===== config.mk =====
export PLATFORM = sky130hd
export DESIGN_NAME = memref_rd_streamer_flat
export DESIGN_NICKNAME = d
export VERILOG_FILES = /design/src/rtl/memref_rd_streamer_pkg.sv /design/src/rtl/memref_rd_streamer_if.sv /design/src/rtl/memref_rd_streamer_fifo.sv /design/src/rtl/memref_rd_streamer.sv /design/src/flat_wrapper.sv
export SDC_FILE = /design/constraint.sdc
export NUM_CORES = 1
export LEC_CHECK = 0
export BUFFER_PORTS_ARGS = -buffer_cell sky130_fd_sc_hd__buf_4
export CORE_MARGIN = 4
export CORE_UTILIZATION = 35
export CTS_CLUSTER_SIZE = 14
export DETAILED_ROUTE_END_ITERATION = 10
export PLACE_DENSITY = 0.64
export SETUP_SLACK_MARGIN = 0.5
export SYNTH_ARGS = -nofsm -noshare
export SYNTH_HDL_FRONTEND = slang
export SYNTH_SLANG_ARGS = --single-unit

===== constraint.sdc =====
create_clock -name clk -period 2.6 [get_ports clk]
set_clock_uncertainty 0.2 [all_clocks]
set_input_delay 0.39 -clock clk [delete_from_list [all_inputs] [get_ports clk]]
set_output_delay 0.39 -clock clk [all_outputs]
set_load 0.05 [all_outputs]

===== src/rtl/memref_rd_streamer_pkg.sv =====
`default_nettype none
// ============================================================================
//  Module      : memref_stream_pkg
//  Description : Shared types for the memref read streamer: FSM state
//                encoding, return-path tag and credit-counter width helper.
//  Revision    : 1.0  initial release
// ============================================================================
package memref_stream_pkg;

   typedef enum logic [1:0] {
      IDLE  = 2'd0,
      ISSUE = 2'd1,
      DRAIN = 2'd2
   } state_t;

   typedef struct packed {
      logic valid;
      logic last;
   } tag_t;

   // Width of a counter able to hold 0..depth inclusive
   function automatic int credit_w(input int depth);
      return $clog2(depth + 1);
   endfunction

endpackage
`default_nettype wire


===== src/rtl/memref_rd_streamer_if.sv =====
`default_nettype none
// ============================================================================
//  Module      : memref_rd_streamer_if
//  Description : Control, memory read port and output stream of the memref
//                read streamer. master = streamer side, slave = environment.
//  Revision    : 1.0  initial release
// ============================================================================
interface memref_rd_streamer_if #(
   parameter int WIDTH  = 32,
   parameter int ADDR_W = 10
);
   logic              t;
   logic [ADDR_W-1:0] base;
   logic [ADDR_W:0]   count;
   logic [ADDR_W-1:0] mem_p0_addr_data;
   logic              mem_p0_rd_en;
   logic [WIDTH-1:0]  mem_p0_rd_data;
   logic              out_valid;
   logic [WIDTH-1:0]  out_data;
   logic              out_last;
   logic              out_ready;
   logic              busy;
   logic              done;

   modport master (
      input  t, base, count, mem_p0_rd_data, out_ready,
      output mem_p0_addr_data, mem_p0_rd_en, out_valid, out_data, out_last,
             busy, done
   );

   modport slave (
      output t, base, count, mem_p0_rd_data, out_ready,
      input  mem_p0_addr_data, mem_p0_rd_en, out_valid, out_data, out_last,
             busy, done
   );
endinterface
`default_nettype wire


===== src/rtl/memref_rd_streamer_fifo.sv =====
`default_nettype none
// ============================================================================
//  Module      : stream_fifo
//  Description : Synchronous FIFO with registered storage and occupancy
//                count. Simultaneous push and pop is accepted even when full.
//  Revision    : 1.0  initial release
// ============================================================================
module stream_fifo
   import memref_stream_pkg::*;
#(
   parameter int DATA_W = 33,
   parameter int DEPTH  = 4
) (
   input  logic                       clk,
   input  logic                       rst,
   input  logic                       push,
   input  logic [DATA_W-1:0]          din,
   input  logic                       pop,
   output logic [DATA_W-1:0]          dout,
   output logic                       full,
   output logic                       empty,
   output logic [credit_w(DEPTH)-1:0] count
);
   localparam int PTR_W = (DEPTH > 1) ? $clog2(DEPTH) : 1;
   localparam int CNT_W = credit_w(DEPTH);

   logic [DATA_W-1:0] store [DEPTH];
   logic [PTR_W-1:0]  wr_ptr;
   logic [PTR_W-1:0]  rd_ptr;
   logic [CNT_W-1:0]  occ;
   logic              do_push;
   logic              do_pop;

   assign full    = (occ == CNT_W'(DEPTH));
   assign empty   = (occ == '0);
   assign count   = occ;
   assign dout    = store[rd_ptr];
   assign do_pop  = pop && !empty;
   assign do_push = push && (!full || do_pop);

   // Pointer and occupancy bookkeeping; pointers wrap at DEPTH
   always_ff @(posedge clk) begin
      if (rst) begin
         wr_ptr <= '0;
         rd_ptr <= '0;
         occ    <= '0;
      end else begin
         if (do_push)
            wr_ptr <= (wr_ptr == PTR_W'(DEPTH - 1)) ? '0 : wr_ptr + 1'b1;
         if (do_pop)
            rd_ptr <= (rd_ptr == PTR_W'(DEPTH - 1)) ? '0 : rd_ptr + 1'b1;
         case ({do_push, do_pop})
            2'b10:   occ <= occ + 1'b1;
            2'b01:   occ <= occ - 1'b1;
            default: occ <= occ;
         endcase
      end
   end

   // Storage write; contents need no reset since occupancy gates the reads
   always_ff @(posedge clk) begin
      if (do_push)
         store[wr_ptr] <= din;
   end
endmodule
`default_nettype wire


===== src/rtl/memref_rd_streamer.sv =====
`default_nettype none
// ============================================================================
//  Module      : memref_rd_streamer
//  Description : Issues sequential reads to a fixed-latency memory and returns
//                the words as a valid/ready stream. Reads are only issued
//                while buffer credit exists, so the FIFO never overflows.
//  Revision    : 1.0  initial release
// ============================================================================
module memref_rd_streamer
   import memref_stream_pkg::*;
#(
   parameter int WIDTH      = 32,
   parameter int SIZE       = 1024,
   parameter int ADDR_W     = $clog2(SIZE),
   parameter int RD_LATENCY = 1,
   parameter int FIFO_DEPTH = 4
) (
   input  logic                 clk,
   input  logic                 rst,
   memref_rd_streamer_if.master bus
);
   localparam int CW = credit_w(FIFO_DEPTH);

   if (RD_LATENCY < 1) begin : g_latency_check
      $error("memref_rd_streamer: RD_LATENCY must be at least 1");
   end
   if (FIFO_DEPTH < RD_LATENCY + 1) begin : g_depth_check
      $error("memref_rd_streamer: FIFO_DEPTH must be >= RD_LATENCY+1");
   end

   state_t            state;
   state_t            state_nxt;
   logic [ADDR_W-1:0] cur_addr;
   logic [ADDR_W-1:0] addr_inc;
   logic [ADDR_W:0]   remaining;
   tag_t              sr [RD_LATENCY];
   logic              rd_en;
   logic              credit_ok;
   logic [CW-1:0]     in_flight;
   logic              done_r;

   logic              fifo_push;
   logic              fifo_pop;
   logic              fifo_full;
   logic              fifo_empty;
   logic [WIDTH:0]    fifo_head;
   logic [CW-1:0]     fifo_cnt;
   logic              last_pop;

   assign addr_inc  = (cur_addr == ADDR_W'(SIZE - 1)) ? '0 : cur_addr + 1'b1;
   assign fifo_push = sr[RD_LATENCY-1].valid;
   assign fifo_pop  = !fifo_empty && bus.out_ready;
   assign last_pop  = fifo_pop && fifo_head[WIDTH];

   // Count reads still travelling through the memory latency pipe
   always_comb begin
      in_flight = '0;
      for (int i = 0; i < RD_LATENCY; i++)
         in_flight = in_flight + CW'(sr[i].valid);
   end

   // Every in-flight read already owns a FIFO slot, so issue only if one is left
   assign credit_ok = !fifo_full &&
                      (({1'b0, in_flight} + {1'b0, fifo_cnt}) < (CW + 1)'(FIFO_DEPTH));

   // FSM state register
   always_ff @(posedge clk) begin
      if (rst) state <= IDLE;
      else     state <= state_nxt;
   end

   // FSM next state and read-enable decode
   always_comb begin
      state_nxt = state;
      rd_en     = 1'b0;
      case (state)
         IDLE: begin
            if (bus.t && (bus.count != '0))
               state_nxt = ISSUE;
         end
         ISSUE: begin
            if (credit_ok) begin
               rd_en = 1'b1;
               if (remaining == (ADDR_W + 1)'(1))
                  state_nxt = DRAIN;
            end
         end
         DRAIN: begin
            if (last_pop)
               state_nxt = IDLE;
         end
         default: state_nxt = IDLE;
      endcase
   end

   // Address/remaining counters and the registered completion pulse
   always_ff @(posedge clk) begin
      if (rst) begin
         cur_addr  <= '0;
         remaining <= '0;
         done_r    <= 1'b0;
      end else begin
         done_r <= ((state == IDLE) && bus.t && (bus.count == '0)) ||
                   ((state == DRAIN) && last_pop);
         if ((state == IDLE) && bus.t) begin
            cur_addr  <= bus.base;
            remaining <= bus.count;
         end else if (rd_en) begin
            cur_addr  <= addr_inc;
            remaining <= remaining - 1'b1;
         end
      end
   end

   // Tag pipe matching the memory read latency; reset drops in-flight reads
   always_ff @(posedge clk) begin
      if (rst) begin
         for (int i = 0; i < RD_LATENCY; i++)
            sr[i] <= '0;
      end else begin
         sr[0].valid <= rd_en;
         sr[0].last  <= rd_en && (remaining == (ADDR_W + 1)'(1));
         for (int i = 1; i < RD_LATENCY; i++)
            sr[i] <= sr[i-1];
      end
   end

   stream_fifo #(
      .DATA_W (WIDTH + 1),
      .DEPTH  (FIFO_DEPTH)
   ) u_fifo (
      .clk   (clk),
      .rst   (rst),
      .push  (fifo_push),
      .din   ({sr[RD_LATENCY-1].last, bus.mem_p0_rd_data}),
      .pop   (fifo_pop),
      .dout  (fifo_head),
      .full  (fifo_full),
      .empty (fifo_empty),
      .count (fifo_cnt)
   );

   assign bus.mem_p0_rd_en     = rd_en;
   assign bus.mem_p0_addr_data = rd_en ? cur_addr : '0;
   assign bus.out_valid        = !fifo_empty;
   assign bus.out_data         = fifo_empty ? '0 : fifo_head[WIDTH-1:0];
   assign bus.out_last         = !fifo_empty && fifo_head[WIDTH];
   assign bus.busy             = (state != IDLE);
   assign bus.done             = done_r;
endmodule
`default_nettype wire


===== src/flat_wrapper.sv =====
// flat-port wrapper written by rule: the top's interface ports become plain ports
module memref_rd_streamer_flat import memref_stream_pkg::*;
#(
   parameter int WIDTH      = 32,
   parameter int SIZE       = 1024,
   parameter int ADDR_W     = $clog2(SIZE),
   parameter int RD_LATENCY = 1,
   parameter int FIFO_DEPTH = 4
)
  (clk, rst, bus_t, bus_base, bus_count, bus_mem_p0_rd_data, bus_out_ready, bus_mem_p0_addr_data, bus_mem_p0_rd_en, bus_out_valid, bus_out_data, bus_out_last, bus_busy, bus_done);
  memref_rd_streamer_if #(.WIDTH(WIDTH), .ADDR_W(ADDR_W)) bus_i ();
  input  logic clk;
  input  logic rst;
  input wire logic [$bits(bus_i.t)-1:0] bus_t;
  input wire logic [$bits(bus_i.base)-1:0] bus_base;
  input wire logic [$bits(bus_i.count)-1:0] bus_count;
  input wire logic [$bits(bus_i.mem_p0_rd_data)-1:0] bus_mem_p0_rd_data;
  input wire logic [$bits(bus_i.out_ready)-1:0] bus_out_ready;
  output wire logic [$bits(bus_i.mem_p0_addr_data)-1:0] bus_mem_p0_addr_data;
  output wire logic [$bits(bus_i.mem_p0_rd_en)-1:0] bus_mem_p0_rd_en;
  output wire logic [$bits(bus_i.out_valid)-1:0] bus_out_valid;
  output wire logic [$bits(bus_i.out_data)-1:0] bus_out_data;
  output wire logic [$bits(bus_i.out_last)-1:0] bus_out_last;
  output wire logic [$bits(bus_i.busy)-1:0] bus_busy;
  output wire logic [$bits(bus_i.done)-1:0] bus_done;
  assign bus_i.t = bus_t;
  assign bus_i.base = bus_base;
  assign bus_i.count = bus_count;
  assign bus_i.mem_p0_rd_data = bus_mem_p0_rd_data;
  assign bus_i.out_ready = bus_out_ready;
  assign bus_mem_p0_addr_data = bus_i.mem_p0_addr_data;
  assign bus_mem_p0_rd_en = bus_i.mem_p0_rd_en;
  assign bus_out_valid = bus_i.out_valid;
  assign bus_out_data = bus_i.out_data;
  assign bus_out_last = bus_i.out_last;
  assign bus_busy = bus_i.busy;
  assign bus_done = bus_i.done;
  memref_rd_streamer #(.WIDTH(WIDTH), .SIZE(SIZE), .ADDR_W(ADDR_W), .RD_LATENCY(RD_LATENCY), .FIFO_DEPTH(FIFO_DEPTH)) u_core (.clk(clk), .rst(rst), .bus(bus_i));
endmodule

==> results of run 1 <==
## cell usage after synthesis (3+ instances only)
| cell type | count |
|---|---|
| a21oi_1 | 20 |
| a2bb2oi_1 | 7 |
| a31oi_1 | 4 |
| a32oi_1 | 5 |
| and2_1 | 36 |
| and3_1 | 15 |
| buf_2 | 8 |
| clkbuf_1 | 19 |
| dfxtp_1 | 35 |
| edfxtp_1 | 132 |
| ha_1 | 8 |
| inv_1 | 9 |
| mux4_2 | 33 |
| nand2_1 | 23 |
| nand3_1 | 13 |
| nand3b_1 | 3 |
| nand4_1 | 3 |
| nor2_1 | 17 |
| nor3_1 | 6 |
| nor4_1 | 6 |
| o211ai_1 | 3 |
| o21ai_0 | 4 |
| o22ai_1 | 8 |
| or2_2 | 3 |
| or3_1 | 3 |
## worst max-delay path: stages (launching register included)
cell and delay (ps):
dfxtp_4 470, clkbuf_16 220, mux4_2 500, and2_4 170, buf_6 140
## state kept, by name (all words and copies together), names as in the netlist, named ones only
name                  flops
u_core.u_fifo.count       3
u_core.state              2
u_core.u_fifo.wr_ptr      2
u_core.remaining         11
u_core.u_fifo.store     132
u_core.sr                 2
u_core.cur_addr          10
u_core.u_fifo.rd_ptr      2
u_core.bus.done           1
## metal layers
layer | track usage | vias up
met5 | 0 | -
met3 | 0.0436 | 13
li1 | - | 2141
met1 | 0.186 | 2334
met2 | 0.267 | 174
met4 | 0.0361 | 0
## path summary, 6_finish.rpt
path | startpoint | end | slack, ps | cells after the start
min | bus_count[1] | u_core.remaining[1] | 50 | 3
max | register | bus_out_data[17] | 80 | 4
min reg2reg | u_core.remaining[1] | u_core.remaining[1] | 280 | 2
max reg2reg | u_core.u_fifo.count[2] | u_core.cur_addr[7] | 550 | 8
## logic make-up (layout without fill, tap and decap cells)
kind of cell	Yosys count	in the layout	synth area share
xor+xnor	1	1	0.00125
flops	167	167	0.663
mux	37	37	0.112
buf+inv	37	209	0.0212
simple gates	143	143	0.116
fa+ha+maj	9	9	0.0171
compound gates	70	70	0.0692
## power groups by stage
stage               clock, uW  combinational, uW  sequential (uW)
floorplan                   0               2390             3180
global placement            0               3270             3220
detailed placement          0               3310             3240
CTS                      2450               4190             3210
global route             2590               5170             3240
finish                   2410               4940             3220
## repair_timing
action,in CTS,in global routing
hold buffers,32,0
cloned,4,2
buffers inserted,16,2
setup endpoints to repair,178,186
hold endpoints to repair,128,0
resized for setup,77,97
pin swaps,4,34
## layout make-up
| type | instances | share of cell area |
|---|---|---|
| well taps | 265 | 0.0335 |
| clock buffers | 18 | 0.0434 |
| clock inverters | 14 | 0.0145 |
| inverters | 9 | 0.00367 |
| repair buffers | 168 | 0.183 |
| flip-flops and latches | 167 | 0.473 |
| multi-input cells | 260 | 0.248 |
## metrics by stage
step / cells / utilization / hold WS [ps] / power [uW]
2_1_floorplan: 464 / - / 238 / 5560
3_3_place_gp: 813 / 0.415 / 258 / 6490
3_5_place_dp: 813 / 0.415 / 266 / 6540
4_1_cts: 897 / 0.484 / 17.0 / 9850
5_1_grt: 901 / 0.505 / 37.8 / 11000
6_report: 901 / 0.505 / 50.1 / 10600
==> results.txt, run 1 <==
status: finished, final reports clean
Post-Syn Area: 7030 um^2
first-pass GRT wire length: 26100 um
most common cell after layout, fill and taps aside: edfxtp_1
largest net degree at the start of global routing: 39
initial antenna violation count: 0
clock-pin slew on the worst setup and hold paths: 70 ps
Detailed Route Iter0 Violations: 232
io pins: 104
final worst slack: 83.7 ps
Seq cells post-synth: 167
P&R area growth vs syn: 40.7%
Worst EP required: 2010 ps
Die Height: 150 um
# port buffers: 103
distinct cell type count after synthesis: 55
die area: 22400 um^2
nets: 689
diodes inserted: 0
crit path time final: 2520 ps
routed metal-1 wirelength: 7070 um
# fillers: 1608
TritonCTS clock tree: yes
post-detail-place hpwl: 9840 um
DR WL/cell: 19.3 um
internal power: 6790 uW
post-synth top area cell: edfxtp_1
Vias per Instance: 5.17
H-tree levels: 4
Max Freq: 0.397 GHz
Async S/R FF share, synth: 0
syn nets: 530
CP endpoint kind: output pin
clock power share: 0.228
most frequent cells in the layout: 132 x edfxtp_1, 74 x buf_4, 36 x buf_8
Final ANT Viol Nets: 0
TritonCTS Buffers: 17
Mean Syn Cell Area: 15.2 um^2
slew margin rel.: 0.651
area of the core: 19600 um^2
Worst Path Arrival: 1930 ps
setup_tns: 0 ps
total global routing overflow: 0
Max Cap Viol: 0
post-route clock period utilization: 0.968
EDFF count, synth: 132
CTS max path bufs: 2
clk root buf: clkbuf_16
die width: 150 um
met2 wire len: 9130 um
sequential share of power: 0.305
total net switching power: 3790 uW
Tot GR Track Use: 0.152
top cells by area, synth: edfxtp_1 56%, mux4_2 11%, dfxtp_1 10%
Post-synth top flop: edfxtp_1
Pre-Repair DR Iteration Count: 4
CTS sink cnt: 167
Hold Path Class: input pin to register
Synth Instances: 464
synthesis warning total: 0
RSZ-0062 raised after global routing: true
top routing layer used: met4
Worst Setup Start Kind: register
area of the multi-input gates: 2460 um^2
Placer Congestion: 0.811
dpl cell area: 8130 um^2
Setup CP Type: register to output pin
Post-Route WL: 17400 um
Sw Share: 0.358
CP max FO: 8
Slew @ Worst Pin: 524 ps
Setup WS pre-CTS: 262 ps
WL met3: 1090 um
fin. max-slew vios: 0
Synth top area share: 0.564
vias in the first global route: 4893
share of cells above drive strength 1: 0.437
Max IR drop VDD: 534 uV
worst skew pair latency: 420 ps
Hold Fails Final Rpt: 0
Design Area, Final: 9900 um^2
total area of sequential cells: 4680 um^2
starting density of the core: 0.359
Leakage: 0.00349 uW
FP Rows: 51
sequential fraction of the synthesis area: 0.663
P per Cell Area: 1070 nW/um^2
drt drc: 0
count of final setup violators: 0
DR vias: 4662
Gate power share: 0.467
(Power assumes the default switching activity.)
==> inputs of run 2 (changes only) <==
Settings changed: REMOVE_ABC_BUFFERS from default to 1.
==> results.txt, run 2 (synthesis gave the netlist of run 1 again) <==
RSZ-0062 raised after global routing: true
Worst Path Arrival: 1930 ps
diodes inserted: 0
CP max FO: 8
dpl cell area: 8110 um^2
Worst EP required: 2010 ps
CTS max path bufs: 2
P&R area growth vs syn: 40.5%
vias in the first global route: 4643
share of cells above drive strength 1: 0.427
Placer Congestion: 0.816
slew margin rel.: 0.651
R2R setup slack: 550 ps
first-pass GRT wire length: 24700 um
biggest regs: u_core.u_fifo.store (132), u_core.remaining (11), u_core.cur_addr (10)
nets: 680
Hold Fails Final Rpt: 0
Core Util, Final: 0.504
Worst Setup Start Kind: register
worst hold path depth: 3
HP Start: bus_base[2]
clk root buf: clkbuf_16
starting density of the core: 0.359
Tot GR Track Use: 0.144
P per Cell Area: 1080 nW/um^2
worst r2r src: u_core.u_fifo.count[2]
Setup CP Type: register to output pin
Max Cap Viol: 0
most common cell after layout, fill and taps aside: edfxtp_1
Hold Path Class: input pin to register
Max IR drop VDD: 466 uV
DR WL/cell: 18.5 um
initial antenna violation count: 0
Reg2Reg Depth: 8
TritonCTS Buffers: 17
largest net degree at the start of global routing: 39
worst skew pair latency: 420 ps
Reg-to-Reg End: u_core.u_fifo.count[2]
drt drc: 0
most frequent cells in the layout: 132 x edfxtp_1, 70 x buf_4, 43 x buf_8
Slew @ Worst Pin: 519 ps
Vias per Instance: 5.10
Post-Route WL: 16500 um
TritonCTS clock tree: yes
Design Area, Final: 9880 um^2
fin. max-slew vios: 0
Final ANT Viol Nets: 0
DR vias: 4544
Detailed Route Iter0 Violations: 270
most flop-heavy register: u_core.u_fifo.store
H-tree levels: 4
FP Rows: 51
Pre-Repair DR Iteration Count: 5
CTS sink cnt: 167
# port buffers: 103
io pins: 104
die area: 22400 um^2
# fillers: 1621
post-route clock period utilization: 0.970
Leakage: 0.00348 uW
CP endpoint kind: output pin
Die Height: 150 um
post-detail-place hpwl: 9380 um
Min-Delay Endpoint: u_core.cur_addr[2]
die width: 150 um
max reg flops: 132
area of the core: 19600 um^2
total global routing overflow: 0
clock-pin slew on the worst setup and hold paths: 60 ps
Max Freq: 0.397 GHz
status: finished, final reports clean
crit path time final: 2520 ps
count of final setup violators: 0
run 2: cell types whose count changed in the layout (fill, tap and decap cells not counted), moves of 2 or more:
| cell | delta |
|---|---|
| clkinv_2 | -2 |
| buf_4 | -4 |
| clkinvlp_4 | -3 |
| buf_8 | +7 |
| bufinv_16 | +3 |
| buf_6 | -11 |
run 2: worst max-delay path by stage:
stage	from	to
floorplan	register	bus_out_last
CTS	register	bus_out_data[10]
detailed placement	bus_out_ready	u_core.u_fifo.store[0][3]
global route	register	bus_out_data[13]
global placement	bus_out_ready	u_core.u_fifo.store[0][3]
finish	register	bus_out_data[13]
run 2: where the power goes:
part | internal [uW] | total, uW | switching (uW)
Combinational | 2360 | 4850 | 2480
Clock | 1620 | 2650 | 1030
Sequential | 3060 | 3210 | 151
run 2: area by class of cell:
class | count | area (um^2) | area share
timing repair buffer | 159 | 1770 | 0.179
clock buffer | 18 | 429 | 0.0434
tap | 265 | 332 | 0.0336
sequential | 167 | 4680 | 0.474
clock inverter | 13 | 195 | 0.0198
inverter | 9 | 33.8 | 0.00342
multi-input combinational | 260 | 2440 | 0.247
run 2: metal layers:
| layer | wire [um] | vias up | track usage |
|---|---|---|---|
| li1 | - | 2123 | - |
| met1 | 6850 | 2227 | 0.184 |
| met2 | 8370 | 173 | 0.241 |
| met3 | 1110 | 21 | 0.0427 |
| met4 | 149 | 0 | 0.0361 |
| met5 | 0 | - | 0 |
run 2: per-stage QoR:
step | instances | total power (uW) | setup TNS, ps | worst slack, ps | hold WS [ps]
after global routing | 891 | 11200 | 0 | 7.05 | 31.6
after CTS | 887 | 9960 | 0 | 59.6 | 19.9
after floorplan | 436 | 5490 | -14780 | -467 | 238
after detailed placement | 812 | 6530 | 0 | 268 | 267
after global placement | 812 | 6470 | 0 | 323 | 254
final | 891 | 10700 | 0 | 78.2 | 36.2
run 2: what timing repair did:
item                                    in CTS  in global routing
hold buffers                                32                  0
pin swaps                                    3                 38
setup buffers                                7                  2
endpoints found under the setup margin     187                184
endpoints found under the hold margin      128                  0
gates cloned                                 5                  2
gates resized for setup                     68                106
run 2: critical path, stage by stage, from the launching register on:
cell	delay, ps
dfxtp_4	460
clkbuf_16	210
mux4_2	530
and2_4	160
buf_8	140
==> inputs of run 3 (changes only) <==
Settings changed: ABC_AREA from default to 1, CELL_PAD_IN_SITES_DETAIL_PLACEMENT from default to 1, CELL_PAD_IN_SITES_GLOBAL_PLACEMENT from default to 2, GPL_ROUTABILITY_DRIVEN from default to 0, PLACE_DENSITY 0.64 to 0.89.
==> results.txt, run 3 <==
status: finished, final reports clean
Mean Syn Cell Area: 9.69 um^2
most frequent cells in the layout: 166 x nor2_1, 132 x edfxtp_1, 106 x buf_4
most common cell after layout, fill and taps aside: nor2_1
Leakage: 0.00395 uW
Worst Setup Start Kind: register
count of final setup violators: 0
dpl cells: 1107
Compound-Gate Fraction of Synth Area: 0.0991
setup_tns: 0 ps
diodes inserted: 0
# port buffers: 103
die width: 153 um
final non-filler cell total: 1197
Post-Syn Area: 7310 um^2
top cells by area, synth: edfxtp_1 54%, nor2_1 10%, dfxtp_1 9.6%
distinct cell type count after synthesis: 36
total global routing overflow: 0
mux cell area share after synthesis: 0
Synth Instances: 754
Post-Route WL: 22100 um
post-detail-place hpwl: 12300 um
Final ANT Viol Nets: 0
Max Freq: 0.413 GHz
Worst Path Arrival: 1830 ps
Hold Fails Final Rpt: 0
clk root buf: clkbuf_16
area of the core: 20400 um^2
Detailed Route Iter0 Violations: 384
FP Rows: 52
Adder-Cell Fraction of Synth Area: 0.0164
Hold Path Class: input pin to register
area of the multi-input gates: 2500 um^2
io pins: 104
Design Area, Final: 10100 um^2
sequential fraction of the synthesis area: 0.638
post-route clock period utilization: 0.930
most common cell in the netlist: nor2_1
Setup WS pre-CTS: 484 ps
CTS max path bufs: 2
EDFF count, synth: 132
dpl cell area: 8480 um^2
Pre-Repair DR Iteration Count: 4
fin. max-slew vios: 0
CP max FO: 18
synthesis warning total: 0
total area of sequential cells: 4680 um^2
most frequent cells after synthesis: 194 x nor2_1, 132 x edfxtp_1, 97 x nand2_1
# fillers: 2224
P per Cell Area: 1050 nW/um^2
final worst slack: 181 ps
Max Cap Viol: 0
die area: 23300 um^2
P&R area growth vs syn: 38.7%
drt drc: 0
TritonCTS clock tree: yes
starting density of the core: 0.359
simple-gate share of the synthesized area: 0.189
largest family of logic cells by synthesized area: simple AND/OR/NAND/NOR gates
Slew @ Worst Pin: 434 ps
max reg flops: 132
Post-synth top flop: edfxtp_1
Post-Synth XOR/XNOR Area: 0.00479
H-tree levels: 4
vias in the first global route: 6391
Synth top area share: 0.542
DR vias: 5934
crit path time final: 2420 ps
first-pass GRT wire length: 34500 um
DR WL/cell: 18.5 um
Async S/R FF share, synth: 0
nets: 980
Vias per Instance: 4.96
Seq cells post-synth: 167
slew margin rel.: 0.710
most flop-heavy register: u_core.u_fifo.store
post-synth top area cell: edfxtp_1
CTS sink cnt: 167
initial antenna violation count: 1
Die Height: 153 um
share of cells above drive strength 1: 0.255
hold slack: 42.0 ps
Max IR drop VDD: 568 uV
RSZ-0062 raised after global routing: true
TritonCTS Buffers: 17
clock-pin slew on the worst setup and hold paths: 70 ps
CP endpoint kind: output pin
worst skew pair latency: 420 ps
biggest regs: u_core.u_fifo.store (132), u_core.remaining (11), u_core.cur_addr (10)
Tot GR Track Use: 0.187
largest net degree at the start of global routing: 34
Setup CP Type: register to output pin
Worst EP required: 2010 ps
-- run 3: cell count changes in the layout (fill, tap and decap cells not counted), moves of 26 or more --
cell / previous run / this run
nand2_1: 22 / 92
buf_4: 70 / 106
inv_1: 8 / 51
mux4_2: 33 / 0
buf_8: 43 / 8
o21ai_0: 4 / 53
and2_4: 33 / 0
a21oi_1: 20 / 46
o21ai_1: 0 / 27
nor2_1: 16 / 166
-- run 3: per-stage QoR --
step           total power [uW]  utilization
2_1_floorplan              5840            -
3_3_place_gp               7270        0.416
3_5_place_dp               7330        0.416
4_1_cts                   10500        0.486
5_1_grt                   11200        0.498
6_report                  10600        0.498
-- run 3: timing repair --
item | in CTS | in global routing
pin swaps | 11 | 36
hold endpoints to repair | 128 | 0
setup buffers | 13 | 5
resized for setup | 62 | 71
setup endpoints to repair | 44 | 63
cloned | 6 | 2
hold buffers | 32 | 0
-- run 3: worst paths after layout --
kind | from | end | slack [ps] | cells past startpoint
max | register | bus_out_data[2] | 180 | 7
min | bus_count[1] | u_core.remaining[1] | 40 | 3
max reg2reg | u_core.u_fifo.count[0] | u_core.u_fifo.count[2] | 630 | 10
min reg2reg | u_core.remaining[1] | u_core.remaining[1] | 300 | 2
-- run 3: layout make-up --
type	count	area share
timing repair buffer	175	0.175
inverter	58	0.0225
multi-input combinational	495	0.247
sequential	167	0.462
clock inverter	15	0.0190
clock buffer	17	0.0420
tap	270	0.0333
-- run 3: cell families (layout without fill, tap and decap cells) --
kind of cell             count (synthesis)  after routing
AO/OA/AOI/OAI                          140            140
flip-flops                             167            167
buffers and inverters                   92            265
AND/OR/NAND/NOR                        342            342
adder cells (fa/ha/maj)                  9              9
XOR/XNOR                                 4              4
-- run 3: per-layer routing --
layer	part of all wire	up-vias	track usage
li1	-	2858	-
met1	0.40	2880	0.222
met2	0.53	164	0.333
met3	0.053	30	0.0426
met4	0.019	2	0.0675
met5	0.00032	-	0
-- run 3: power by group --
| part | internal (uW) | switching [uW] | total (uW) | leakage [uW] |
|---|---|---|---|---|
| logic | 1600 | 3250 | 4850 | 0.00216 |
| registers | 3040 | 127 | 3170 | 0.00148 |
| clock network | 1400 | 1220 | 2620 | 0.000304 |
| total | 6040 | 4590 | 10600 | 0.00395 |
-- run 3: worst max-delay path: stages (launching register included) --
cell     delay, ps
dfxtp_2        340
buf_6          100
inv_1           70
buf_12         160
nor2_1         160
o21ai_0        110
a21oi_1        210
buf_4          240
